`src/rtl/packet_picker.sv`:
```
// Per-frame HDMI data-island packet scheduler: buffers audio sample pairs and
// picks ACR / Audio InfoFrame / AVI InfoFrame / Audio Sample / Null per slot.
module packet_picker #(
   parameter int unsigned AUDIO_BIT_WIDTH = 16,
   parameter int unsigned FIFO_DEPTH      = 8
) (
   input  logic                             clk_pixel,
   input  logic                             reset,
   input  logic                             frame_start,
   input  logic                             packet_enable,
   input  logic                             sample_valid,
   input  logic [AUDIO_BIT_WIDTH-1:0]       sample_l,
   input  logic [AUDIO_BIT_WIDTH-1:0]       sample_r,
   output logic [7:0]                       packet_type,
   output logic [8*AUDIO_BIT_WIDTH-1:0]     audio_sample_word,
   output logic [3:0]                       sample_present,
   output logic [3:0]                       sample_b_flag,
   output logic [$clog2(FIFO_DEPTH):0]      fifo_count,
   output logic                             overflow
);

   localparam int unsigned W     = AUDIO_BIT_WIDTH;
   localparam int unsigned PTR_W = $clog2(FIFO_DEPTH);
   localparam int unsigned CNT_W = PTR_W + 1;

   typedef enum logic [7:0] {
      PKT_NULL  = 8'h00,
      PKT_ACR   = 8'h01,
      PKT_AUDIO = 8'h02,
      PKT_AVI   = 8'h82,
      PKT_AIF   = 8'h84
   } pkt_t;

   // Entry layout {right, left}; subpacket i of audio_sample_word uses the same order.
   logic [2*W-1:0]   fifo_mem [FIFO_DEPTH];
   logic [PTR_W-1:0] wr_ptr;
   logic [PTR_W-1:0] rd_ptr;
   logic [7:0]       iec_count;
   logic             acr_sent;
   logic             aif_sent;
   logic             avi_sent;

   logic             fifo_full;
   logic             wr_en;
   logic             acr_nxt;
   logic             aif_nxt;
   logic             avi_nxt;
   pkt_t             pkt_nxt;
   logic [2:0]       pop_n;
   logic [8*W-1:0]   words_nxt;
   logic [3:0]       present_nxt;
   logic [3:0]       bflag_nxt;
   logic [7:0]       frame_idx;

   always_comb begin
      fifo_full   = (fifo_count == CNT_W'(FIFO_DEPTH));
      wr_en       = sample_valid && !fifo_full;
      // frame_start clears first so a coincident slot is decided on cleared flags
      acr_nxt     = acr_sent && !frame_start;
      aif_nxt     = aif_sent && !frame_start;
      avi_nxt     = avi_sent && !frame_start;
      pkt_nxt     = PKT_NULL;
      pop_n       = '0;
      words_nxt   = '0;
      present_nxt = '0;
      bflag_nxt   = '0;
      frame_idx   = iec_count;

      if (packet_enable) begin
         if (!acr_nxt) begin
            pkt_nxt = PKT_ACR;
            acr_nxt = 1'b1;
         end else if (!aif_nxt) begin
            pkt_nxt = PKT_AIF;
            aif_nxt = 1'b1;
         end else if (!avi_nxt) begin
            pkt_nxt = PKT_AVI;
            avi_nxt = 1'b1;
         end else if (fifo_count != '0) begin
            pkt_nxt = PKT_AUDIO;
            pop_n   = (fifo_count >= CNT_W'(4)) ? 3'd4 : 3'(fifo_count);
         end
      end

      // IEC frame index may wrap 191->0 between subpackets of one packet
      for (int unsigned i = 0; i < 4; i++) begin
         if (3'(i) < pop_n) begin
            words_nxt[2*W*i +: 2*W] = fifo_mem[rd_ptr + PTR_W'(i)];
            present_nxt[i]          = 1'b1;
            bflag_nxt[i]            = (frame_idx == 8'd0);
            frame_idx               = (frame_idx == 8'd191) ? 8'd0 : frame_idx + 8'd1;
         end
      end
   end

   always_ff @(posedge clk_pixel) begin
      if (wr_en && !reset) begin
         fifo_mem[wr_ptr] <= {sample_r, sample_l};
      end
   end

   always_ff @(posedge clk_pixel) begin
      if (reset) begin
         wr_ptr            <= '0;
         rd_ptr            <= '0;
         fifo_count        <= '0;
         iec_count         <= '0;
         acr_sent          <= 1'b0;
         aif_sent          <= 1'b0;
         avi_sent          <= 1'b0;
         overflow          <= 1'b0;
         packet_type       <= PKT_NULL;
         audio_sample_word <= '0;
         sample_present    <= '0;
         sample_b_flag     <= '0;
      end else begin
         acr_sent   <= acr_nxt;
         aif_sent   <= aif_nxt;
         avi_sent   <= avi_nxt;
         iec_count  <= frame_idx;
         rd_ptr     <= rd_ptr + PTR_W'(pop_n);
         fifo_count <= fifo_count + CNT_W'(wr_en) - CNT_W'(pop_n);
         if (wr_en) begin
            wr_ptr <= wr_ptr + 1'b1;
         end
         if (sample_valid && fifo_full) begin
            overflow <= 1'b1;
         end
         if (packet_enable) begin
            packet_type       <= pkt_nxt;
            audio_sample_word <= words_nxt;
            sample_present    <= present_nxt;
            sample_b_flag     <= bflag_nxt;
         end
      end
   end

endmodule

```
`config.mk`:
```
export PLATFORM = sky130hd
export DESIGN_NAME = packet_picker
export DESIGN_NICKNAME = d
export VERILOG_FILES = /design/src/rtl/packet_picker.sv
export SDC_FILE = /design/constraint.sdc
export NUM_CORES = 1
export LEC_CHECK = 0
export ABC_AREA = 1
export BUFFER_PORTS_ARGS = -buffer_cell sky130_fd_sc_hd__buf_2
export CORE_ASPECT_RATIO = 0.7
export CORE_MARGIN = 2
export CORE_UTILIZATION = 60
export DETAILED_ROUTE_END_ITERATION = 8
export HOLD_SLACK_MARGIN = 0.06
export PLACE_DENSITY_LB_ADDON = 0.1
export SYNTH_ARGS = -nofsm -noshare
export SYNTH_HDL_FRONTEND = slang
export SYNTH_SLANG_ARGS = --single-unit
```
`constraint.sdc`:
```
create_clock -name clk_pixel -period 4.2 [get_ports clk_pixel]
set_clock_uncertainty 0.1 [all_clocks]
set_input_delay 0.42 -clock clk_pixel [delete_from_list [all_inputs] [get_ports clk_pixel]]
set_output_delay 0.42 -clock clk_pixel [all_outputs]
set_load 0.1 [all_outputs]
```
==> summary.md, run 1 <==
For the placer congestion estimate, the log shows 0.852. The global router's overall resource usage is 33.4%. The run gives 0 as the post-detailed-route count of antenna-violating nets. The cell area that synthesis handed to floorplanning was 20,800 um^2. The average footprint of a synthesized cell is 8.28 um^2.

The worst hold path terminates at fifo_mem[6][0]. The library cell used most frequently in the layout, excluding fill and tap cells, is sky130_fd_sc_hd__nand2_1. The floorplan has 57 rows. The violation count after the first detailed-routing iteration was 2,275; the power consumption was 8.70 mW. The share of final-layout standard cells stronger than drive strength 1 was 13.8%; the number of setup violations in the final report was 0. The clock reaches the later pin of the worst-skew pair after 0.56 ns.

The worst hold path cell count is 1. After detailed routing, the number of remaining DRC violations is 0. The path class of the tightest hold or removal check is in2reg. The effective utilization at floorplan came out at 60.5%. The worst endpoint required time is 4.55 ns, and the register clock-pin slew on the reported worst setup and hold paths is 0.07 ns.

After layout, the worst path uses 91.0% of the clock period. For this run, asynchronously set or reset flops after synthesis account for 0%. TritonCTS created 41 clock buffers. Area added between synthesis and finish: 14.0%. The placed instances occupy a cell area of 22,100 um^2.

The number of pins with negative max-slew slack in the final report was 0. The tools report the origin of the critical flop-to-flop path as iec_count[0]. 186 I/O pins were placed. For the finished layout, the period the worst path requires is 3.82 ns. Synthesis produced a netlist whose cell count is 2,516. The critical path is of the in2reg type. For the total wirelength of the detailed-routed design, the log shows 61.1 mm.

Yosys mapped a number of flops with a built-in enable equal to 256. Once placement completed, the tool counted placed cells totaling 3,037. The flow ran to the end, and the final reports show no timing, DRC or antenna violations.

The H-tree depth reported by CTS is 2, and the worst hold slack is 0.0698 ns. The tool flagged a number of max-cap violations equal to 0. The core box area is 34,400 um^2.

Slack of the worst reg-to-reg path: 0.43 ns. The kind of end point of the critical path is a flop. The sequential cell area fraction in the yosys report is 52.5%, and the number of buffers added on ports is 181.

The detailed-routing iteration count for the pre-antenna-repair pass was 6; the delay of the slowest critical-path stage was 0.55 ns. The analysis attributes to cell leakage a power of 9.22 nW. The transition at the pin with the smallest max-transition slack came out at 1.28 ns. The reg-to-reg critical path endpoint was iec_count[3]. During synthesis, Yosys emitted a total of 0 warnings. The run gives 166 as the maximum number of pins on one net before global-route repair. STA classifies the critical path startpoint as an input port. Counting flops and latches in the post-synthesis netlist gives 418. The floorplan step defined a die boundary enclosing 36,300 um^2.

Across the VDD grid, the largest voltage drop is 0.386 mV. The worst-case reg-to-reg path depth was 28. The largest fanout of any net on the critical path was 11; the highest achievable clock rate was 0.262 GHz.

For the number of endpoints with negative hold slack in the final report, the log shows 0. The cell chosen for the clock root is sky130_fd_sc_hd__clkbuf_16. In this run the vertical extent of the chip is 160 um. The worst pin sits at a relative slew slack of 14.3%.

The tools report the hold path startpoint as sample_l[0]. Measured on the finished design, the core utilization comes to 68.9%. Setup repair after global routing left no endpoint under its margin. TritonCTS built the clock tree. In this run the horizontal extent of the chip is 227 um.

The first global-routing pass estimated 94.0 mm of wire. The run gives 2,696 as the final layout net count. The slowest stage of the critical path is the sky130_fd_sc_hd__dlygate4sd3_1 cell.

The clock sink count is 418, and the detailed-route via count is 18.7k. The mean number of vias per cell came out at 5.95. Summing all non-filler instances in the final layout gives an area of 23,700 um^2. Among all flip-flop cells after synthesis, the most frequent one is sky130_fd_sc_hd__edfxtp_1.

The run gives 1 as the number of antenna violations at the first check in global routing. The clock passes through at most 3 buffers. In the layout the commonest cells are sky130_fd_sc_hd__nand2_1 (781), sky130_fd_sc_hd__o21ai_0 (263), sky130_fd_sc_hd__edfxtp_1 (256), sky130_fd_sc_hd__a21oi_1 (220), sky130_fd_sc_hd__buf_2 (180). For this run the aggregate overflow at the end of global routing stands at 0. The power density normalized to cell area was 367 nW/um^2; the post-layout instance count excluding filler cells was 3,147. The data arrival at the endpoint of the critical path is 4.17 ns, and the half-perimeter wire length of the detailed placement result is 37.7 mm.

The number of global-route vias before repair is 17.1k, and the detailed-route wire length per cell is 19.4 um. Unique cell type count in the Yosys netlist: 45.
cell families after synthesis:
logic type / share of synthesized area, %
other: 0.0180
AND/OR/NAND/NOR: 21.0
multiplexers: 1.54
XOR/XNOR: 0.420
flip-flops: 52.5
buffers and inverters: 6.65
adder cells (fa/ha/maj): 1.15
AO/OA/AOI/OAI: 16.8
Yosys cell counts, types with 2 or more instances:
cell / instances / share of area (%)
sky130_fd_sc_hd__a211oi_1: 14 / 0.50
sky130_fd_sc_hd__a21oi_1: 220 / 5.3
sky130_fd_sc_hd__a21oi_4: 2 / 0.16
sky130_fd_sc_hd__a221o_1: 4 / 0.19
sky130_fd_sc_hd__a221oi_1: 31 / 1.3
sky130_fd_sc_hd__a22o_1: 7 / 0.29
sky130_fd_sc_hd__a22oi_1: 29 / 1.0
sky130_fd_sc_hd__buf_1: 17 / 0.31
sky130_fd_sc_hd__buf_4: 6 / 0.22
sky130_fd_sc_hd__clkbuf_1: 147 / 2.6
sky130_fd_sc_hd__dfxtp_1: 162 / 16
sky130_fd_sc_hd__edfxtp_1: 256 / 37
sky130_fd_sc_hd__fa_1: 2 / 0.19
sky130_fd_sc_hd__ha_1: 16 / 0.96
sky130_fd_sc_hd__inv_1: 173 / 3.1
sky130_fd_sc_hd__inv_2: 15 / 0.27
sky130_fd_sc_hd__mux2i_1: 32 / 1.5
sky130_fd_sc_hd__nand2_1: 781 / 14
sky130_fd_sc_hd__nand2_2: 16 / 0.48
sky130_fd_sc_hd__nand2_4: 3 / 0.16
sky130_fd_sc_hd__nand3_1: 43 / 1.0
sky130_fd_sc_hd__nand3_2: 6 / 0.29
sky130_fd_sc_hd__nand3_4: 3 / 0.25
sky130_fd_sc_hd__nand4_1: 48 / 1.4
sky130_fd_sc_hd__nor2_1: 127 / 2.3
sky130_fd_sc_hd__nor2_2: 11 / 0.33
sky130_fd_sc_hd__nor2_4: 5 / 0.27
sky130_fd_sc_hd__nor3_1: 7 / 0.17
sky130_fd_sc_hd__nor4_1: 2 / 0.060
sky130_fd_sc_hd__o21ai_0: 263 / 6.3
sky130_fd_sc_hd__o21ai_1: 2 / 0.048
sky130_fd_sc_hd__o21ai_2: 2 / 0.084
sky130_fd_sc_hd__o221a_2: 2 / 0.11
sky130_fd_sc_hd__o22ai_1: 43 / 1.3
sky130_fd_sc_hd__xnor2_1: 2 / 0.084
sky130_fd_sc_hd__xor2_1: 8 / 0.34
state kept, by name (all words and copies together) (netlist names):
signal and flops:
overflow 1, audio_sample_word 128, fifo_count 4, aif_sent 1, iec_count 8, avi_sent 1
sample_present 4, fifo_mem 256, rd_ptr 3, acr_sent 1, sample_b_flag 4, wr_ptr 3
packet_type 4
power breakdown:
| group | total [mW] | leakage, nW | switching (mW) | internal [mW] |
|---|---|---|---|---|
| combinational | 0.564 | 4.95 | 0.429 | 0.135 |
| clock | 3.65 | 0.651 | 1.56 | 2.09 |
| sequential | 4.49 | 3.62 | 0.0479 | 4.44 |
worst max path at each step:
stage | startpoint | endpoint | slack, ns | cells past startpoint
after floorplan | fifo_count[0] | fifo_mem[6][0] | -0.26 | 7
final | frame_start | iec_count[1] | 0.38 | 30
after global routing | frame_start | iec_count[1] | 0.02 | 30
after CTS | frame_start | iec_count[3] | 0.31 | 30
after global placement | frame_start | iec_count[3] | 0.40 | 29
after detailed placement | frame_start | iec_count[3] | 0.32 | 29
layer usage:
metal	global-route usage, %	up-vias	part of all wire, %
met5	0	-	0
met2	51.2	1007	44
met3	5.65	158	11
li1	-	8792	-
met4	11.0	0	3.0
met1	48.5	8777	42
metrics by stage:
stage          TNS [ns]  setup WS (ns)
6_report              0          0.379
5_1_grt               0         0.0199
4_1_cts               0          0.315
3_5_place_dp          0          0.316
3_3_place_gp          0          0.404
2_1_floorplan    -33.16         -0.259
critical path, delay by kind of cell:
family / cells / cell delay (ns)
buf+inv: 10 / 1.45
compound gates: 2 / 0.36
simple gates: 16 / 1.62
fa+ha+maj: 2 / 0.33
cell type report:
cell class	count	area, um^2
Timing Repair Buffer	251	1540
Inverter	188	714
Antenna cell	2	5.00
Sequential cell	418	10900
Tap cell	472	591
Fill cell	2683	10700
Clock buffer	57	1140
Multi-Input combinational cell	1741	8640
Clock inverter	18	178
what timing repair did:
item                                   in CTS  in global routing
setup endpoints to repair                   0                  6
endpoints found under the hold margin     212                  0
setup buffers                               0                  4
resized for setup                           0                  1
hold buffers                               29                  0
No activity file was read; power rests on OpenSTA's default activity.
==> run 2: changes to the inputs <==
- RECOVER_POWER: not set -> 100
==> run 2 against run 1 <==
  * The run now ends with max-capacitance violations, max-slew violations left
  * Core utilization is 1.1 points lower
  * Via count is 0.35% lower
  * Sequential share of layout area is 0.73 points higher
  * Combinational power is 3% lower
  * Die area stayed put
  * Hold slack better by 0.017 ns
  * Global-route usage stayed put
  * Setup slack worse by 0.27 ns
  * Fmax is 6.7% lower
  * Final cell count stayed put
  * First-iteration DRC count is 3.0% higher
  * Register-to-register slack worse by 0.33 ns
  * Critical endpoint is now audio_sample_word[29]
  * Largest cell class unchanged
==> summary.md, run 2 (synthesis gave the netlist of run 1 again) <==
The run finished, with violations left. The final reports fail on max-capacitance violations, max-slew violations. The maximum clock insertion buffer count is 3, and the final layout net count is 2,696. The launching element of the worst setup path is rd_ptr[2].

The cell family contributing the most delay on the critical path is buffers and inverters. The worst register-to-register path has a setup slack of 0.10 ns. The tools report the CTS buffer count as 41. The number of antenna violations at the first check in global routing came out at 1. The mean number of vias per cell works out to 5.93.

Power consumption: 8.69 mW. The first detailed-routing pass took 5 iterations. The maximum number of pins on one net before global-route repair was 166.

The buffering stage count on the worst path with inverters included is 2. In the final layout, the registers with the most flip-flops are fifo_mem x256, audio_sample_word x128, iec_count x8. Setup repair after global routing left no endpoint under its margin.

The total congestion overflow was 0. The worst hold path belongs to the class in2reg. Headroom to the max-slew limit came out at -54.0%. Number of endpoints with negative hold slack in the final report: 0. Leading cell type in the layout, fill and taps excluded: sky130_fd_sc_hd__nand2_1.

After global routing, the most crowded layer is met2. The run gives 4.50 ns as the worst endpoint required time. The cell repeated most along the worst path is sky130_fd_sc_hd__nand2_1. The floorplan step defined a die boundary enclosing 36,300 um^2. The post-layout minimum cycle time was 4.10 ns; the effective utilization at floorplan was 60.5%.

The congestion estimate from routability-driven global placement came to 0.852. The class of the most critical setup path was reg2reg. The tree is rooted in a sky130_fd_sc_hd__clkbuf_16.

The tools report the source-to-sink clock delay at the later pin of the worst-skew pair as 0.56 ns. Setup violations remaining at the end of the flow were counted as 0. The largest voltage drop on the vdd net was 0.382 mV. The highest achievable clock rate is 0.244 GHz, and the number of pins with negative max-slew slack in the final report is 398. For this run, global-route usage on met2 was measured as 51.2%. Final hold analysis gives a worst-case slack of 0.0870 ns. The post-layout instance count excluding filler cells is 3,147. Leaving out fill and tap cells, the most frequent cells in the layout are sky130_fd_sc_hd__nand2_1 (781), sky130_fd_sc_hd__o21ai_0 (263), sky130_fd_sc_hd__edfxtp_1 (256), sky130_fd_sc_hd__a21oi_1 (220), sky130_fd_sc_hd__clkbuf_1 (201). The tree built by TritonCTS fans out to 418 sinks.

Counting buffers and inverters, the worst setup path is 6 cells deep. Worst setup slack after layout: 0.105 ns. Count of boundary I/O pins: 186. The post-detailed-route count of antenna-violating nets was 0. The endpoint identified for the worst register-to-register timing path is audio_sample_word[29]. The layout has 2,819 filler cells. The share of final-layout standard cells stronger than drive strength 1 was 6.32%; the violation count after the first detailed-routing iteration was 2,344. The critical path ends at audio_sample_word[29].

Summed over all layers, the routed wires come to 61.0 mm. In this run the worst path has a maximum fanout of 50. In the routed design, unresolved DRC markers number 0.

The number of placed instances, taps included, is 3,037. After layout, the worst path uses 97.5% of the clock period. For the number of global-route vias before repair, the log shows 17.1k. For this design the ratio of total power to cell area is 372 nW/um^2.

The global router's overall resource usage is 33.4%, and the detailed-route via count is 18.7k. Before CTS, the worst setup slack after placement is 0.316 ns. For the worst flop-to-flop path, the logic depth is 6.

The number of buffers added on ports was 181; the max-cap violation count was 8. The area added between synthesis and finish came out at 12.2%. In the global route stage, met3 resource usage came out at 5.65%.

CTS built an H-tree with a depth of 2. The worst setup path is launched from a flop. The kind of end point of the critical path is a flop. The register with the most flip-flops was fifo_mem.

The run gives 8.43 nW as the leakage power. The placement row count came out at 57. The number of flip-flops in the largest register is 256. TritonCTS built the clock tree. For the pin with the worst max-slew slack, the measured transition is 2.31 ns. Worst-path cell with the longest stage delay: sky130_fd_sc_hd__inv_1.

The critical path goes through nand2_1 > clkbuf_2 > inv_1 > a221oi_1 > nand2_1 > a21oi_1. Detailed placement ended at an HPWL of 37.7 mm. The origin of the critical flop-to-flop path is rd_ptr[2]. The first-pass GRT wire length is 94.0 mm, and the register clock-pin slew on the reported worst setup and hold paths is 0.06 ns.

The core box area was 34,400 um^2; the global-route track usage on met1 was 48.5%. In this design, the stage delay of the slowest critical-path cell is 1.79 ns. The overall die width is 227 um, and the height of the die is 160 um. Dividing the detail-routed wire length by the instance count gives 19.4 um. Data arrival at the endpoint of the critical path: 4.39 ns.
run 2: cell types whose count changed in the layout (fill, tap and decap cells not counted), moves of 5 or more:
cell and change:
sky130_fd_sc_hd__clkbuf_1 +189, sky130_fd_sc_hd__buf_2 -177, sky130_fd_sc_hd__buf_4 -20, sky130_fd_sc_hd__clkbuf_2 +7
sky130_fd_sc_hd__nor2_1 +5, sky130_fd_sc_hd__nor2_4 -5
run 2: power breakdown:
part	total, mW	switching, mW	internal (mW)
sequential	4.50	0.0470	4.45
clock	3.65	1.56	2.08
combinational	0.545	0.424	0.121
total	8.69	2.03	6.65
run 2: worst min path at each step:
stage / to / slack (ns) / startpoint / cells after the start
2_1_floorplan: aif_sent / 0.37 / aif_sent / 2
3_3_place_gp: overflow / 0.34 / overflow / 2
3_5_place_dp: overflow / 0.35 / overflow / 2
4_1_cts: fifo_mem[1][1] / 0.06 / sample_l[1] / 1
5_1_grt: overflow / 0.11 / sample_valid / 3
6_report: overflow / 0.09 / sample_valid / 3
run 2: cell type report:
cell class / count / area [um^2] / share of cell area (%)
well taps: 472 / 591 / 2.53
repair buffers: 251 / 1230 / 5.28
multi-input cells: 1741 / 8580 / 36.7
clock buffers: 57 / 1140 / 4.87
inverters: 188 / 712 / 3.05
diodes: 2 / 5.00 / 0.0214
clock inverters: 18 / 178 / 0.760
flip-flops and latches: 418 / 10900 / 46.8
run 2: repair_timing:
item                                    4_1_cts  5_1_grt
resized for setup                             0        1
buffers inserted                              0        4
hold buffers                                 29        0
endpoints found under the setup margin        0        6
endpoints found under the hold margin       212        0
run 2: layer usage:
| layer | vias to the layer above | share of wire, % |
|---|---|---|
| met5 | - | 0 |
| met4 | 0 | 3.0 |
| met3 | 168 | 11 |
| met2 | 1015 | 44 |
| met1 | 8705 | 42 |
| li1 | 8780 | - |
run 2: tightest hold or removal path: cells and delay by family:
| kind | cells | cell delay (ns) |
|---|---|---|
| buffers and inverters | 1 | 0.11 |
| AND/OR/NAND/NOR | 1 | 0.10 |
| AO/OA/AOI/OAI | 1 | 0.06 |
run 2: through the flow:
stage	cell area, um^2	TNS, ns	utilization [%]
after floorplan	20800	-33.16	-
after detailed placement	22100	0	64.1
after CTS	23700	0	68.8
after global placement	22100	0	64.1
final	23400	0	67.8
after global routing	23400	0	67.8
